--- src/rtl/writeback_rf.sv ---
// Writeback stage: holds the architectural register file and commits results from execute.
// Latency: request sampled at edge N, so the write and ready become visible after edge N+1; 3 cycles per instruction.
// Backpressure: en is held until ready is seen; dropping en in COMMIT cancels the request, dropping it in DONE ends it.
//
// Ports:
//   clk, rst_n           clock and asynchronous active-low reset
//   en, op, reg_addr, val  retire request and its payload (sampled only in IDLE)
//   rd_addr_a/b, rd_data_a/b  two combinational read ports with bypass of the committing write
//   ready, busy, wrote   handshake acknowledge, activity flag, one-cycle write pulse
//   retire_count         instructions retired since reset (wraps)
module writeback_rf #(
  parameter int DATA_W   = 8,
  parameter int ADDR_W   = 4,
  parameter int OP_W     = 4,
  parameter int CNT_W    = 16,
  parameter int ZERO_REG = 0,
  parameter logic [OP_W-1:0] OP_LOD  = 4'b0001,
  parameter logic [OP_W-1:0] OP_ADD  = 4'b0011,
  parameter logic [OP_W-1:0] OP_ADDI = 4'b0100,
  parameter logic [OP_W-1:0] OP_LODI = 4'b0101,
  parameter logic [OP_W-1:0] OP_NAND = 4'b0110
) (
  input  logic              clk,
  input  logic              rst_n,
  input  logic              en,
  input  logic [OP_W-1:0]   op,
  input  logic [ADDR_W-1:0] reg_addr,
  input  logic [DATA_W-1:0] val,
  input  logic [ADDR_W-1:0] rd_addr_a,
  output logic [DATA_W-1:0] rd_data_a,
  input  logic [ADDR_W-1:0] rd_addr_b,
  output logic [DATA_W-1:0] rd_data_b,
  output logic              ready,
  output logic              busy,
  output logic              wrote,
  output logic [CNT_W-1:0]  retire_count
);

  localparam int NREGS = 1 << ADDR_W;

  typedef enum logic [1:0] {
    S_IDLE   = 2'd0,
    S_COMMIT = 2'd1,
    S_DONE   = 2'd2
  } state_t;

  state_t state, state_nx;

  // Holding registers: the request payload is frozen at capture so execute
  // may change its outputs while it waits for ready.
  logic [OP_W-1:0]   hold_op;
  logic [ADDR_W-1:0] hold_addr;
  logic [DATA_W-1:0] hold_val;

  logic [DATA_W-1:0] regs [NREGS];

  logic              capture;
  logic              commit_fire;
  logic              hold_wb;
  logic              hold_zero;
  logic              do_write;
  logic              bypass_ok;
  logic              ready_q;
  logic              wrote_q;
  logic [CNT_W-1:0]  cnt_q;

  function automatic logic is_wb_op(input logic [OP_W-1:0] o);
    return (o == OP_LOD) || (o == OP_ADD) || (o == OP_ADDI) ||
           (o == OP_LODI) || (o == OP_NAND);
  endfunction

  assign hold_wb   = is_wb_op(hold_op);
  // Writes aimed at a hardwired zero register retire but are dropped.
  assign hold_zero = (ZERO_REG != 0) && (hold_addr == '0);
  assign do_write  = commit_fire && hold_wb && !hold_zero;
  // The committing value is visible on the read ports in the same cycle it is written.
  assign bypass_ok = (state == S_COMMIT) && en && hold_wb;

  // Next-state logic
  always_comb begin
    state_nx    = state;
    capture     = 1'b0;
    commit_fire = 1'b0;
    case (state)
      S_IDLE: begin
        if (en) begin
          capture  = 1'b1;
          state_nx = S_COMMIT;
        end
      end
      S_COMMIT: begin
        if (en) begin
          commit_fire = 1'b1;
          state_nx    = S_DONE;
        end else begin
          // Request withdrawn before commit: nothing is written or counted.
          state_nx = S_IDLE;
        end
      end
      S_DONE: begin
        if (!en) state_nx = S_IDLE;
      end
      default: state_nx = S_IDLE;
    endcase
  end

  // State and holding registers
  always_ff @(posedge clk or negedge rst_n) begin
    if (!rst_n) begin
      state     <= S_IDLE;
      hold_op   <= '0;
      hold_addr <= '0;
      hold_val  <= '0;
    end else begin
      state <= state_nx;
      if (capture) begin
        hold_op   <= op;
        hold_addr <= reg_addr;
        hold_val  <= val;
      end
    end
  end

  // Register file
  always_ff @(posedge clk or negedge rst_n) begin
    if (!rst_n) begin
      for (int i = 0; i < NREGS; i++) regs[i] <= '0;
    end else if (do_write) begin
      regs[hold_addr] <= hold_val;
    end
  end

  // Handshake, write pulse and retire counter
  always_ff @(posedge clk or negedge rst_n) begin
    if (!rst_n) begin
      ready_q <= 1'b0;
      wrote_q <= 1'b0;
      cnt_q   <= '0;
    end else begin
      wrote_q <= do_write;
      if (commit_fire) begin
        ready_q <= 1'b1;
        cnt_q   <= cnt_q + 1'b1;
      end else if ((state == S_DONE) && !en) begin
        ready_q <= 1'b0;
      end
    end
  end

  // Read ports: zero register first, then bypass, then array.
  always_comb begin
    rd_data_a = regs[rd_addr_a];
    if (bypass_ok && (rd_addr_a == hold_addr)) rd_data_a = hold_val;
    if ((ZERO_REG != 0) && (rd_addr_a == '0)) rd_data_a = '0;
  end

  always_comb begin
    rd_data_b = regs[rd_addr_b];
    if (bypass_ok && (rd_addr_b == hold_addr)) rd_data_b = hold_val;
    if ((ZERO_REG != 0) && (rd_addr_b == '0)) rd_data_b = '0;
  end

  assign ready        = ready_q;
  assign busy         = (state != S_IDLE);
  assign wrote        = wrote_q;
  assign retire_count = cnt_q;

endmodule

--- config.mk ---
export PLATFORM = sky130hd
export DESIGN_NAME = writeback_rf
export DESIGN_NICKNAME = d
export VERILOG_FILES = /design/src/rtl/writeback_rf.sv
export SDC_FILE = /design/constraint.sdc
export NUM_CORES = 1
export LEC_CHECK = 0
export CAP_MARGIN = 10
export CORE_ASPECT_RATIO = 1.75
export CORE_MARGIN = 4
export CORE_UTILIZATION = 50
export CTS_CLUSTER_SIZE = 8
export DETAILED_ROUTE_END_ITERATION = 16
export DONT_BUFFER_PORTS = 1
export SYNTH_ARGS = -nofsm -noshare
export SYNTH_HDL_FRONTEND = slang
export SYNTH_SLANG_ARGS = --single-unit
--- constraint.sdc ---
create_clock -name clk -period 2.7 [get_ports clk]
set_input_delay 0.27 -clock clk [delete_from_list [all_inputs] [get_ports clk]]
set_output_delay 0.27 -clock clk [all_outputs]
set_load 0.02 [all_outputs]
==> results.sh, run 1 <==
export IMPL_outcome="complete, but fails checks"
export IMPL_violations="negative hold slack"
export IMPL_ir_drop_mv=0.353
export IMPL_required_ps=2430
export IMPL_drc=0
export IMPL_ctsHoldBuffers=17
export IMPL_fin_skew_ps=11.2
export IMPL_dp_cells=765
export IMPL_synth_ff_type="dfrtp_1"
export IMPL_grt_total_usage=0.223
export IMPL_cts_post_setup_buffers_inserted=0
export IMPL_crit_type="reg -> out"
export IMPL_viasPerCell=6.12
export IMPL_slew_viol_final=0
export IMPL_cp_slowest_stage_delay_ps=510
export IMPL_clk_pin_slew_ps=60
export IMPL_antennaDiodeCount=0
export IMPL_drive_gt1_frac=0.484
export IMPL_ys_seq_area_frac=0.459
export IMPL_synthArstFlopShare=1.00
export IMPL_die_h_um=185
export IMPL_place_gp_congestion=0.770
export IMPL_cp_cell_sequence="xor2_1, nor4_1, nand2_4, mux2_2"
export IMPL_wl_met2_um=10900
export IMPL_post_drt_wl_per_cell_um=25.5
export IMPL_cts_made_buffers=17
export IMPL_die_area_sq_um=20200
export IMPL_dp_hpwl_um=13200
export IMPL_hp_class="in -> async"
export IMPL_area_delta_synth_final_pct=8.21
export IMPL_layout_common_cells="164 x dfrtp_1, 147 x mux2_2, 64 x mux4_2"
export IMPL_synthDistinctLibCells=42
export IMPL_drt_initial_drc_count=247
export IMPL_rrSetupSlack_ps=600
export IMPL_clkSinkCount=164
export IMPL_period_needed_ps=2500
export IMPL_start_util=0.510
export IMPL_syn_area_sq_um=8950
export IMPL_whs_ps=-461
export IMPL_ios=62
export IMPL_synth_edff_count=0
export IMPL_port_buffers=0
export IMPL_p_leak_nw=4.50
export IMPL_grt_pass1_wl_um=32700
export IMPL_cts_root_buffer_cell="clkbuf_16"
export IMPL_grt_pass1_vias=5515
export IMPL_wl_met3_um=726
export IMPL_top_layer="met4"
export IMPL_worst_path_buf_inv=0
export IMPL_cpLargestDelayFamily="simple AND/OR/NAND/NOR gates"
export IMPL_core_sq_um=17500
export IMPL_min_period_over_period=0.926
export IMPL_via_count=4983
export IMPL_rows=64
export IMPL_slowest_stage="dfrtp_1"
export IMPL_synth_warnings=0
export IMPL_syn_num_nets=607
export IMPL_arrival_ps=2230
export IMPL_detail_route_antenna_nets=0
export IMPL_setup_viol=0
export IMPL_cts_path_max_buffers=2
export IMPL_h_tree_depth=4
export IMPL_max_cap_violations=0
export IMPL_drt_wl_total_um=20700
export IMPL_tightest_slew_ps=658
export IMPL_tns_ps=0
export IMPL_grt_remaining_overflow=0
export IMPL_fmaxAchievable_mhz=400
export IMPL_clk_latency_ps=440
export IMPL_grt_start_max_net_pins=165
export IMPL_final_common_cell="dfrtp_1"
export IMPL_final_hold_viol_count=164
export IMPL_cp_start_kind="flip-flop"
export IMPL_drtPass1Iterations=4
export IMPL_rsz0062_at_grt="false"
export IMPL_synth_cells=579
export IMPL_cp_end_kind="output port"
export IMPL_wl_met1_um=8490
export IMPL_synth_seq_cells=164
export IMPL_powerDensity_nw_per_um2=826
export IMPL_antenna_found_initial=0
export IMPL_slew_headroom=0.561
export IMPL_final_cells=814
export IMPL_critPathMaxFanout=10
export IMPL_cts_resized=0
export IMPL_syn_avg_cell_area_sq_um=15.5
export IMPL_tritoncts="done"
export IMPL_die_x_um=109
export IMPL_num_nets_final=598
==> path summary, 6_finish.rpt <==
check                                          from                          end  cells after the start
max                        hold_addr[1]$_DFFE_PN0P_                 rd_data_a[1]                      4
min                                           rst_n       hold_op[1]$_DFFE_PN0P_                      0
max reg2reg                  hold_op[2]$_DFFE_PN0P_        regs[100]$_DFFE_PN0P_                      5
min reg2reg                  hold_op[1]$_DFFE_PN0P_       hold_op[1]$_DFFE_PN0P_                      1
max in group asynchronous                     rst_n      hold_val[0]$_DFFE_PN0P_                      0
min in group clk                                 en  retire_count[0]$_DFFE_PN0P_                      2
==> sequential cells by signal, indices dropped and copies added, names as in the netlist <==
register / flops
regs: 128
hold_val: 8
hold_op: 4
ready: 1
state: 2
hold_addr: 4
retire_count: 16
wrote: 1
==> kinds of logic (layout without fill, tap and decap cells) <==
group	Yosys count	count (layout)	synth area share
compound gates	3	3	0.00168
buf+inv	54	58	0.0372
fa+ha+maj	1	1	0.00140
mux	272	272	0.422
simple gates	61	61	0.0562
xor+xnor	24	24	0.0235
flops	164	164	0.459
==> synthesized netlist by cell type (4+ instances only) <==
cell type	number	area (sq um)
nor2b_1	4	25.0
inv_1	4	15.0
nand2_1	7	26.3
nand3_4	7	123
mux2_2	147	1660
nand3_1	5	25.0
clkbuf_1	19	71.3
buf_6	5	56.3
mux4_2	64	1440
mux2i_1	48	480
nor2_1	7	26.3
buf_4	4	30.0
mux2_4	13	195
buf_2	12	60.1
xnor2_1	9	78.8
dfrtp_1	164	4100
nor3_1	4	20.0
xor2_1	15	131
==> metrics by stage <==
step | total power [mW] | hold slack (ps) | setup slack (ps) | util | cell area [sq um]
after floorplan | 5.42 | -25.6 | 644 | - | 8950
after global placement | 5.66 | -20.7 | 648 | 0.512 | 8970
after detailed placement | 5.76 | -17.6 | 585 | 0.512 | 8970
after CTS | 8.09 | -488 | 158 | 0.552 | 9680
after global routing | 8.44 | -482 | 74.7 | 0.552 | 9680
final | 8.00 | -461 | 199 | 0.552 | 9680
==> layout make-up <==
type | count | area, sq um
Fill cell | 1395 | 7850
Multi-Input combinational cell | 361 | 4510
Inverter | 4 | 15.0
Tap cell | 231 | 289
Sequential cell | 164 | 4100
Clock inverter | 12 | 96.3
Clock buffer | 20 | 447
Timing Repair Buffer | 22 | 220
==> routing by layer <==
metal  track usage  up-vias
met4        0.0865        0
met5             0        -
met3        0.0398       32
met2         0.377      103
met1         0.284     2687
li1              -     2161
==> power breakdown <==
part | total [mW] | switching [mW] | internal, mW
combinational | 1.91 | 0.715 | 1.20
clock | 2.28 | 1.06 | 1.22
sequential | 3.81 | 0.705 | 3.10
total | 8.00 | 2.48 | 5.52
No activity file was read; power rests on OpenSTA's default activity.
==> inputs of run 2 (changes only) <==
Clock period 2.7 ns to 3 ns, I/O delays scaled along.
==> run 2 against run 1 <==
Effect of this change: the flow still finishes with violations (negative hold slack); sequential cell count stayed put; die area stayed put; total power is 8.8% lower; combinational power is 13% lower; first-iteration DRC count is 28% higher; hold slack better by 21 ps; clock power is 5% lower; setup slack better by 170 ps; non-clock buffer count is 15 lower; final cell count is 1.8% lower; highest routed layer unchanged.
==> results.sh, run 2 (synthesis results as in run 1) <==
export IMPL_final_hold_viol_count=164
export IMPL_tritoncts="done"
export IMPL_viasPerCell=6.17
export IMPL_setup_viol=0
export IMPL_cp_end_kind="output port"
export IMPL_start_util=0.510
export IMPL_p_leak_nw=4.46
export IMPL_antenna_found_initial=0
export IMPL_arrival_ps=2340
export IMPL_num_nets_final=583
export IMPL_hp_class="in -> async"
export IMPL_cts_path_max_buffers=2
export IMPL_grt_pass1_vias=5421
export IMPL_dp_hpwl_um=13300
export IMPL_cp_cell_sequence="xor2_1, nor4_1, nand2_4, mux2_2"
export IMPL_cp_slowest_stage_delay_ps=540
export IMPL_tns_ps=0
export IMPL_max_cap_violations=0
export IMPL_clkSinkCount=164
export IMPL_critPathMaxFanout=10
export IMPL_required_ps=2700
export IMPL_largest_register_ffs=128
export IMPL_area_delta_synth_final_pct=6.81
export IMPL_violations="negative hold slack"
export IMPL_grt_start_max_net_pins=165
export IMPL_drc=0
export IMPL_drive_gt1_frac=0.498
export IMPL_grt_total_usage=0.218
export IMPL_detail_route_antenna_nets=0
export IMPL_fmaxAchievable_mhz=379
export IMPL_final_util=0.545
export IMPL_port_buffers=0
export IMPL_final_common_cell="dfrtp_1"
export IMPL_min_period_over_period=0.879
export IMPL_die_x_um=109
export IMPL_final_cells=799
export IMPL_crit_type="reg -> out"
export IMPL_cpLargestDelayFamily="simple AND/OR/NAND/NOR gates"
export IMPL_rsz0062_at_grt="false"
export IMPL_die_h_um=185
export IMPL_slew_viol_final=0
export IMPL_die_area_sq_um=20200
export IMPL_dp_cells=765
export IMPL_cp_start_kind="flip-flop"
export IMPL_whs_ps=-440
export IMPL_layout_common_cells="164 x dfrtp_1, 147 x mux2_2, 64 x mux4_2"
export IMPL_period_needed_ps=2640
export IMPL_grt_remaining_overflow=0
export IMPL_post_drt_wl_per_cell_um=25.6
export IMPL_antennaDiodeCount=0
export IMPL_cts_made_buffers=17
export IMPL_drt_wl_total_um=20400
export IMPL_grt_pass1_wl_um=32100
export IMPL_ir_drop_mv=0.415
export IMPL_core_sq_um=17500
export IMPL_drtPass1Iterations=4
export IMPL_slowest_stage="nor4_1"
export IMPL_top_register="regs"
export IMPL_drt_initial_drc_count=316
export IMPL_rows=64
export IMPL_power_mw=7.30
export IMPL_ios=62
export IMPL_powerDensity_nw_per_um2=764
export IMPL_clk_latency_ps=430
export IMPL_worst_path_buf_inv=0
export IMPL_clk_pin_slew_ps=70
export IMPL_h_tree_depth=4
export IMPL_fin_skew_ps=13.1
export IMPL_outcome="complete, but fails checks"
export IMPL_slew_headroom=0.579
export IMPL_cts_root_buffer_cell="clkbuf_16"
export IMPL_tightest_slew_ps=632
export IMPL_place_gp_congestion=0.781
export IMPL_via_count=4931
==> run 2: cell count changes in the layout (fill, tap and decap cells not counted), sizes merged <==
cell	previous run	this run
clkinv	3	4
bufinv	0	1
dlygate4sd3	17	2
clkbuf	20	19
clkinvlp	3	1
inv	10	11
==> run 2: final cells by class <==
class,instances,area [sq um]
fill,1431,7980
multi-input combinational,361,4510
sequential,164,4100
clock buffer,19,443
tap,231,289
clock inverter,13,138
timing repair buffer,7,57.6
inverter,4,15.0
==> run 2: report_power, final <==
group	internal [mW]	switching (mW)
Sequential	2.79	0.681
Combinational	1.06	0.602
Clock	1.19	0.966
Total	5.05	2.25
==> run 2: path summary, 6_finish.rpt <==
check	start	endpoint	slack, ps	depth (start not counted)
hold reg to reg	regs[92]$_DFFE_PN0P_	regs[92]$_DFFE_PN0P_	520	1
max in group asynchronous	rst_n	regs[81]$_DFFE_PN0P_	3180	0
min in group clk	op[0]	hold_op[0]$_DFFE_PN0P_	20	1
setup reg to reg	hold_op[2]$_DFFE_PN0P_	regs[33]$_DFFE_PN0P_	790	5
hold / removal	rst_n	hold_val[5]$_DFFE_PN0P_	-440	0
setup / recovery	hold_addr[1]$_DFFE_PN0P_	rd_data_b[0]	360	4
==> run 2: per-layer routing <==
metal,share of wire,up-vias,wire (um),track usage
li1,-,2139,-,-
met1,0.40,2662,8180,0.266
met2,0.54,104,11100,0.383
met3,0.035,26,717,0.0415
met4,0.021,0,425,0.0763
met5,0,-,0,0
==> run 2: metrics by stage <==
stage	setup WS, ps	instance area (sq um)	hold WS, ps
after global placement	814	8960	8.67
after CTS	336	9550	-454
after floorplan	884	8950	4.41
final	364	9560	-440
after detailed placement	813	8960	10.8
after global routing	254	9560	-461
==> run 2: timing repair <==
action	4_1_cts	5_1_grt
buffers inserted	0	0
hold endpoints to repair	165	165
resized for setup	0	0
hold buffers	1	1
